--- src/rtl/lcd_cmd_sequencer.sv ---
// lcd_cmd_sequencer
// Requester side of the LCD byte-write handshake. After reset it waits out
// the LCD power-up time, sends the HD44780 init list (0x38, 0x0C, 0x01, 0x06),
// then drains a small FIFO of host bytes to the byte-write controller. It
// tracks the cursor column and inserts line-wrap commands on its own
// (0xC0 at column 16, 0x80 at column 32).
//
// Ports:
//   clk        system clock
//   reset      asynchronous, active-high
//   wr_valid   host byte valid
//   wr_rs      host byte type: 0 command, 1 character
//   wr_data    host byte
//   wr_ready   FIFO not full; a byte transfers when wr_valid & wr_ready
//   init_done  init sequence finished, sticky until reset
//   busy       FIFO non-empty, wrap pending, or not idle
//   ctrl_data  byte to the controller
//   ctrl_rs    RS to the controller
//   ctrl_start one-cycle start pulse to the controller
//   ctrl_done  controller done flag (level)
module lcd_cmd_sequencer #(
    parameter int POWERUP_CYCLES = 750000,
    parameter int CLEAR_WAIT     = 82000,
    parameter int DEPTH          = 4
) (
    input  logic       clk,
    input  logic       reset,
    input  logic       wr_valid,
    input  logic       wr_rs,
    input  logic [7:0] wr_data,
    output logic       wr_ready,
    output logic       init_done,
    output logic       busy,
    output logic [7:0] ctrl_data,
    output logic       ctrl_rs,
    output logic       ctrl_start,
    input  logic       ctrl_done
);

    localparam int AW = $clog2(DEPTH);
    localparam logic [31:0] PWR_LAST = 32'(POWERUP_CYCLES - 1);
    localparam logic [31:0] CLR_LAST = 32'(CLEAR_WAIT - 1);

    typedef enum logic [2:0] {
        PWR_WAIT,
        INIT,
        ISSUE,
        WAIT_LOW,
        WAIT_HIGH,
        IDLE,
        POST_WAIT
    } state_t;

    // Where the byte currently in flight came from; decides what happens
    // when its transfer completes.
    typedef enum logic [1:0] {
        SRC_INIT,
        SRC_HOST,
        SRC_WRAP
    } src_t;

    state_t      state_q, state_d;
    src_t        src_q, src_d;
    logic [31:0] cnt_q, cnt_d;
    logic [1:0]  init_idx_q, init_idx_d;
    logic [7:0]  data_q, data_d;
    logic        rs_q, rs_d;
    logic [5:0]  col_q, col_d;
    logic        wrap_pend_q, wrap_pend_d;
    logic [7:0]  wrap_byte_q, wrap_byte_d;
    logic        ret_init_q, ret_init_d;
    logic        init_done_q, init_done_d;

    logic [8:0]    mem [DEPTH];
    logic [AW-1:0] wr_ptr, rd_ptr;
    logic [AW:0]   count;
    logic          full, empty, push, pop;
    logic [8:0]    head;
    logic [5:0]    col_inc;
    logic          is_clear;

    function automatic logic [7:0] init_byte(input logic [1:0] idx);
        case (idx)
            2'd0:    return 8'h38;
            2'd1:    return 8'h0C;
            2'd2:    return 8'h01;
            default: return 8'h06;
        endcase
    endfunction

    // DEPTH is a power of two, so the count's top bit alone marks "full".
    assign full     = count[AW];
    assign empty    = (count == '0);
    assign wr_ready = !full;
    assign push     = wr_valid && !full;
    assign head     = mem[rd_ptr];

    assign col_inc  = col_q + 6'd1;
    // Clear/home commands need the extra settling time after completion.
    assign is_clear = !rs_q && (data_q == 8'h01 || data_q == 8'h02);

    assign ctrl_start = (state_q == ISSUE);
    assign ctrl_data  = data_q;
    assign ctrl_rs    = rs_q;
    assign init_done  = init_done_q;
    assign busy       = !(state_q == IDLE && empty && !wrap_pend_q);

    // FIFO storage; contents need no reset because the count governs validity.
    always_ff @(posedge clk) begin
        if (push) begin
            mem[wr_ptr] <= {wr_rs, wr_data};
        end
    end

    // FIFO pointers and occupancy.
    always_ff @(posedge clk or posedge reset) begin
        if (reset) begin
            wr_ptr <= '0;
            rd_ptr <= '0;
            count  <= '0;
        end else begin
            if (push) wr_ptr <= wr_ptr + AW'(1);
            if (pop)  rd_ptr <= rd_ptr + AW'(1);
            case ({push, pop})
                2'b10:   count <= count + (AW+1)'(1);
                2'b01:   count <= count - (AW+1)'(1);
                default: count <= count;
            endcase
        end
    end

    // Sequencer state and datapath registers.
    always_ff @(posedge clk or posedge reset) begin
        if (reset) begin
            state_q     <= PWR_WAIT;
            src_q       <= SRC_INIT;
            cnt_q       <= '0;
            init_idx_q  <= '0;
            data_q      <= 8'h00;
            rs_q        <= 1'b0;
            col_q       <= '0;
            wrap_pend_q <= 1'b0;
            wrap_byte_q <= 8'h00;
            ret_init_q  <= 1'b0;
            init_done_q <= 1'b0;
        end else begin
            state_q     <= state_d;
            src_q       <= src_d;
            cnt_q       <= cnt_d;
            init_idx_q  <= init_idx_d;
            data_q      <= data_d;
            rs_q        <= rs_d;
            col_q       <= col_d;
            wrap_pend_q <= wrap_pend_d;
            wrap_byte_q <= wrap_byte_d;
            ret_init_q  <= ret_init_d;
            init_done_q <= init_done_d;
        end
    end

    // Next-state logic. data/rs are only loaded on the way into ISSUE, which
    // keeps them stable for the whole transfer.
    always_comb begin
        state_d     = state_q;
        src_d       = src_q;
        cnt_d       = cnt_q;
        init_idx_d  = init_idx_q;
        data_d      = data_q;
        rs_d        = rs_q;
        col_d       = col_q;
        wrap_pend_d = wrap_pend_q;
        wrap_byte_d = wrap_byte_q;
        ret_init_d  = ret_init_q;
        init_done_d = init_done_q;
        pop         = 1'b0;

        case (state_q)
            PWR_WAIT: begin
                if (cnt_q == PWR_LAST) begin
                    cnt_d   = '0;
                    state_d = INIT;
                end else begin
                    cnt_d = cnt_q + 32'd1;
                end
            end

            INIT: begin
                if (ctrl_done) begin
                    data_d  = init_byte(init_idx_q);
                    rs_d    = 1'b0;
                    src_d   = SRC_INIT;
                    state_d = ISSUE;
                end
            end

            ISSUE: begin
                state_d = WAIT_LOW;
            end

            WAIT_LOW: begin
                if (!ctrl_done) state_d = WAIT_HIGH;
            end

            WAIT_HIGH: begin
                if (ctrl_done) begin
                    state_d = IDLE;
                    case (src_q)
                        SRC_INIT: begin
                            init_idx_d = init_idx_q + 2'd1;
                            if (init_idx_q == 2'd3) begin
                                init_done_d = 1'b1;
                                state_d     = IDLE;
                            end else begin
                                state_d = INIT;
                            end
                            if (is_clear) begin
                                ret_init_d = 1'b1;
                                state_d    = POST_WAIT;
                            end
                        end
                        SRC_HOST: begin
                            if (rs_q) begin
                                if (col_inc == 6'd16) begin
                                    col_d       = col_inc;
                                    wrap_pend_d = 1'b1;
                                    wrap_byte_d = 8'hC0;
                                end else if (col_inc == 6'd32) begin
                                    col_d       = '0;
                                    wrap_pend_d = 1'b1;
                                    wrap_byte_d = 8'h80;
                                end else begin
                                    col_d = col_inc;
                                end
                            end else if (is_clear) begin
                                col_d       = '0;
                                wrap_pend_d = 1'b0;
                                ret_init_d  = 1'b0;
                                state_d     = POST_WAIT;
                            end
                        end
                        default: begin
                            // Wrap commands leave the column alone.
                        end
                    endcase
                end
            end

            IDLE: begin
                // A pending wrap blocks the FIFO until it has been sent.
                if (wrap_pend_q) begin
                    if (ctrl_done) begin
                        data_d      = wrap_byte_q;
                        rs_d        = 1'b0;
                        src_d       = SRC_WRAP;
                        wrap_pend_d = 1'b0;
                        state_d     = ISSUE;
                    end
                end else if (!empty && ctrl_done) begin
                    pop     = 1'b1;
                    data_d  = head[7:0];
                    rs_d    = head[8];
                    src_d   = SRC_HOST;
                    state_d = ISSUE;
                end
            end

            POST_WAIT: begin
                if (cnt_q == CLR_LAST) begin
                    cnt_d   = '0;
                    state_d = ret_init_q ? INIT : IDLE;
                end else begin
                    cnt_d = cnt_q + 32'd1;
                end
            end

            default: begin
                state_d = PWR_WAIT;
            end
        endcase
    end

endmodule

--- config.mk ---
export PLATFORM = sky130hd
export DESIGN_NAME = lcd_cmd_sequencer
export DESIGN_NICKNAME = d
export VERILOG_FILES = /design/src/rtl/lcd_cmd_sequencer.sv
export SDC_FILE = /design/constraint.sdc
export NUM_CORES = 1
export LEC_CHECK = 0
export ABC_AREA = 1
export BUFFER_PORTS_ARGS = -buffer_cell sky130_fd_sc_hd__buf_2
export CORE_MARGIN = 5
export CORE_UTILIZATION = 45
export DETAILED_ROUTE_END_ITERATION = 8
export GPL_TIMING_DRIVEN = 0
export PLACE_DENSITY_LB_ADDON = 0.15
export RECOVER_POWER = 50
export SLEW_MARGIN = 20
export SYNTH_ARGS = -nofsm -noshare
export SYNTH_HDL_FRONTEND = slang
export SYNTH_SLANG_ARGS = --single-unit
--- constraint.sdc ---
create_clock -name clk -period 5.1 [get_ports clk]
set_clock_uncertainty 0.2 [all_clocks]
set_input_delay 0.51 -clock clk [delete_from_list [all_inputs] [get_ports clk]]
set_output_delay 0.51 -clock clk [all_outputs]
set_load 0.01 [all_outputs]
==> run_results.csv <==
group,metric,value,unit
synth,synth_nets,668,
synth,yosys.area.top_type,"dfrtp_1",
power_and_ir_drop,power.total,0.002619,W
synth,synthAdderAreaFrac,3.129,%
global_routing,grt_max_degree,44,
route,met1_length,5.565,mm
sta,rsz0062_at_grt,"no",
place,post-dp-hpwl,8.904,mm
flow_run,drv_cap,0,
synth,synth_mux_area_share,0,%
sta,layout_worst_path_cycle_share,50.53,%
clock_tree,cts.path.max_buffers,2,
worst_setup_path,arrival,2.61,ns
global_routing,grt_pass1_wl,20.26,mm
cells_and_area,synthToLayoutAreaGrowth,12.03,%
cells_and_area,seq_area,2733,sq um
worst_setup_path,crit_slowest_cell,"dfrtp_1",
route,drc,0,
clock_tree,cts_resized,0,
synth,synth_top_area_share,30.37,%
route,first_pass_iters,5,
synth,synth_compound_area_share,8.029,%
clock_tree,clock-sinks,102,
worst_setup_path,required,5.14,ns
synth,synth_area_leaders,"dfrtp_1, edfxtp_1, nand2_1",
hold_path,hold_path.class,"primary input to flip-flop",
worst_setup_path,reg2reg_from,"state_q[1]",
synth,synth_cell_type_count,43,
floorplan,ios,26,
worst_setup_path,crit_start,"state_q[1]",
cells_and_area,diodes,0,
synth,synth_top_family_by_area,"simple AND/OR/NAND/NOR gates",
route,via_per_inst,5.180,
worst_setup_path,cp_slowest_stage_delay,0.47,ns
global_routing,grt_use_total,17.76,%
route,wl_met3,501,um
synth,yosys_warnings,0,
floorplan,die_y,119.9,um
synth,ys_ff_latch,102,
place,port-buffer-count,25,
synth,synth-simple-area-share,28.16,%
worst_setup_path,end_kind,"flip-flop",
sta,slew_viol_final,0,
route,drt_iter0_drc,273,
route,drt_wl_total,12.01,mm
clock_tree,cts_made_buffers,9,
route,vias,4310,
sta,worst_pin_slew,1.169,ns
floorplan,die-area,14390,sq um
place,gp_congestion,0.8823,
floorplan,die_x,119.9,um
route,top_layer,"met4",
route,routedWlPerCell,14.44,um
clock_tree,clk_latency,0.36,ns
worst_setup_path,path_buf_inv,2,
sta,hold_violations,0,
sta,setup_viol,0,
floorplan,rows,40,
sta,period_minus_slack,2.577,ns
route,drtAntennaViolNets,0,
cells_and_area,nFillCells,1135,
power_and_ir_drop,pwr_density_cell,429.8,nW/um^2
sta,tns,0,ns
route,wl_met2,5.767,mm
cells_and_area,nets,706,
sta,max_freq,388.0,MHz
cells_and_area,multiInputGateArea,2337,sq um
floorplan,core-area,11910,sq um
clock_tree,root_buffer,"clkbuf_16",
global_routing,grt-ovfl-total,0,
floorplan,start_util,45.66,%
worst_setup_path,worstPathCellList,"nor2_2, nand2_4, nor2_4, nand2_1, inv_1, ha_1, inv_1, fa_1, a21oi_1, o21ai_0, xor2_1",
sta,slew_headroom,21.61,%
worst_setup_path,crit_fanout,8,
synth,post_synth_instance_area,5439,sq um
worst_setup_path,critPathTopFamily,"simple AND/OR/NAND/NOR gates",
synth,post_synth_xor_area_fraction,3.704,%
power_and_ir_drop,ir_drop,0.3128,mV
status,outcome,"complete, no violations",
clock_tree,path_clk_slew,0.08,ns
worst_setup_path,start_kind,"flip-flop",
global_routing,grt_pass1_vias,4203,
hold_path,hold_path_startpoint,"wr_data[0]",
clock_tree,hold_buffers,1,
worst_setup_path,crit_type,"flip-flop to flip-flop",
clock_tree,tritoncts,"built",
cells_and_area,final_layout_size_suffix_gt1_share,9.489,%
power_and_ir_drop,leakagePower,2.652,nW
clock_tree,htreeDepth,3,
cells_and_area,postLayoutCellArea,6093,sq um
global_routing,antenna_found_initial,0,
synth,syn_avg_cell_area,8.472,sq um
synth,ys_seq_area_share,50.24,%
place,place_area,5778,sq um
synth,synthCells,642,
worst_setup_path,crit_path_frequent_cell,"inv_1",
clock_tree,cts_setup_buffers,0,
[cells in the mapped netlist]
library cell	number
nor2_1	96
o22ai_1	13
edfxtp_1	36
buf_6	2
clkbuf_1	5
inv_1	73
nor3_1	16
a22o_1	1
and2_1	2
nor3_2	6
nand2_2	2
nor3_4	1
nand3_2	1
xor2_1	20
inv_2	7
nor2_4	5
dfrtp_1	66
o21bai_1	2
a22oi_1	3
a21oi_1	4
nor3b_1	1
and2_0	1
or2_2	1
nand4_1	18
buf_2	2
o21ai_0	36
nand2_1	133
nand3b_2	1
or2_0	1
nor4_1	1
nor4_4	1
nor2_2	4
ha_1	12
fa_1	1
buf_4	1
o21ai_1	11
clkinv_1	2
nand2_4	1
xnor2_1	3
o211ai_1	2
a31oi_1	5
nand3_1	42
a211oi_1	1
[stage by stage]
stage | setup WS, ns | hold slack [ns] | cells | utilization [%]
final | 2.523 | 0.1970 | 832 | 51.16
after global routing | 2.238 | 0.1870 | 832 | 51.16
after CTS | 2.512 | 0.1416 | 832 | 51.31
after detailed placement | 2.473 | 0.2553 | 815 | 48.51
after global placement | 1.835 | 0.2505 | 814 | 48.26
after floorplan | 2.735 | 0.2216 | 642 | -
[routing by layer]
layer	GRT usage, %	up-vias
met3	4.194	13
met5	0	-
met4	4.868	0
li1	-	2196
met1	23.38	2000
met2	29.36	101
[cell families after synthesis]
family | after synthesis
adder cells (fa/ha/maj) | 13
AND/OR/NAND/NOR | 334
AO/OA/AOI/OAI | 78
buffers and inverters | 92
flip-flops | 102
XOR/XNOR | 23
[where the power goes]
| group | switching (W) | internal, W | leakage, nW | total [W] |
|---|---|---|---|---|
| Clock | 0.000362 | 0.000361 | 0.157 | 0.000723 |
| Sequential | 0.000114 | 0.000980 | 1.17 | 0.00109 |
| Combinational | 0.000530 | 0.000272 | 1.33 | 0.000803 |
[cell usage in the layout, fill, tap and decap left out, drive strengths merged, types with 4 or more instances in the layout]
master  instances
clkinv          5
a21oi           4
a31oi           5
o22ai          13
nor3           23
buf            19
nor2          105
ha             12
nand4          18
inv            83
nand3          43
edfxtp         36
nand2         136
o21ai          47
dfrtp          66
xor2           20
clkbuf         26
[area by class of cell]
cell class,instances,share of cell area [%]
timing repair buffer,27,2.423
multi-input combinational,448,38.36
buffer,10,0.9651
inverter,82,5.072
clock inverter,7,1.622
sequential,102,44.85
tap,147,3.018
clock buffer,9,3.696
[registers in the layout (all words and copies together) (netlist names)]
name and flops:
init_idx_q 2, wr_ptr 2, cnt_q 32, ctrl_rs 1, col_q 6, rd_ptr 2
src_q 2, state_q 3, wrap_pend_q 1, ctrl_data 8, count 3, init_done 1
ret_init_q 1, wrap_byte_q 2, mem 36
[path summary, 6_finish.rpt]
check                            endpoint  slack, ns  depth (start not counted)
setup / recovery                 count[2]       2.52                         11
hold / removal                  mem[0][0]       0.20                          1
setup reg to reg                 count[2]       2.52                         11
hold reg to reg            wrap_byte_q[7]       0.27                          2
max in group asynchronous        count[2]       3.26                          4
min in group asynchronous  wrap_byte_q[7]       0.72                          3
[worst register-to-register path, stage by stage (launching register included)]
cell and delay, ns:
dfrtp_1 0.47, nor2_2 0.24, nand2_4 0.13, nor2_4 0.14
nand2_1 0.13, inv_1 0.15, ha_1 0.16, inv_1 0.06
fa_1 0.37, a21oi_1 0.14, o21ai_0 0.11, xor2_1 0.15
Note: power is estimated with default switching activity, not from simulation.
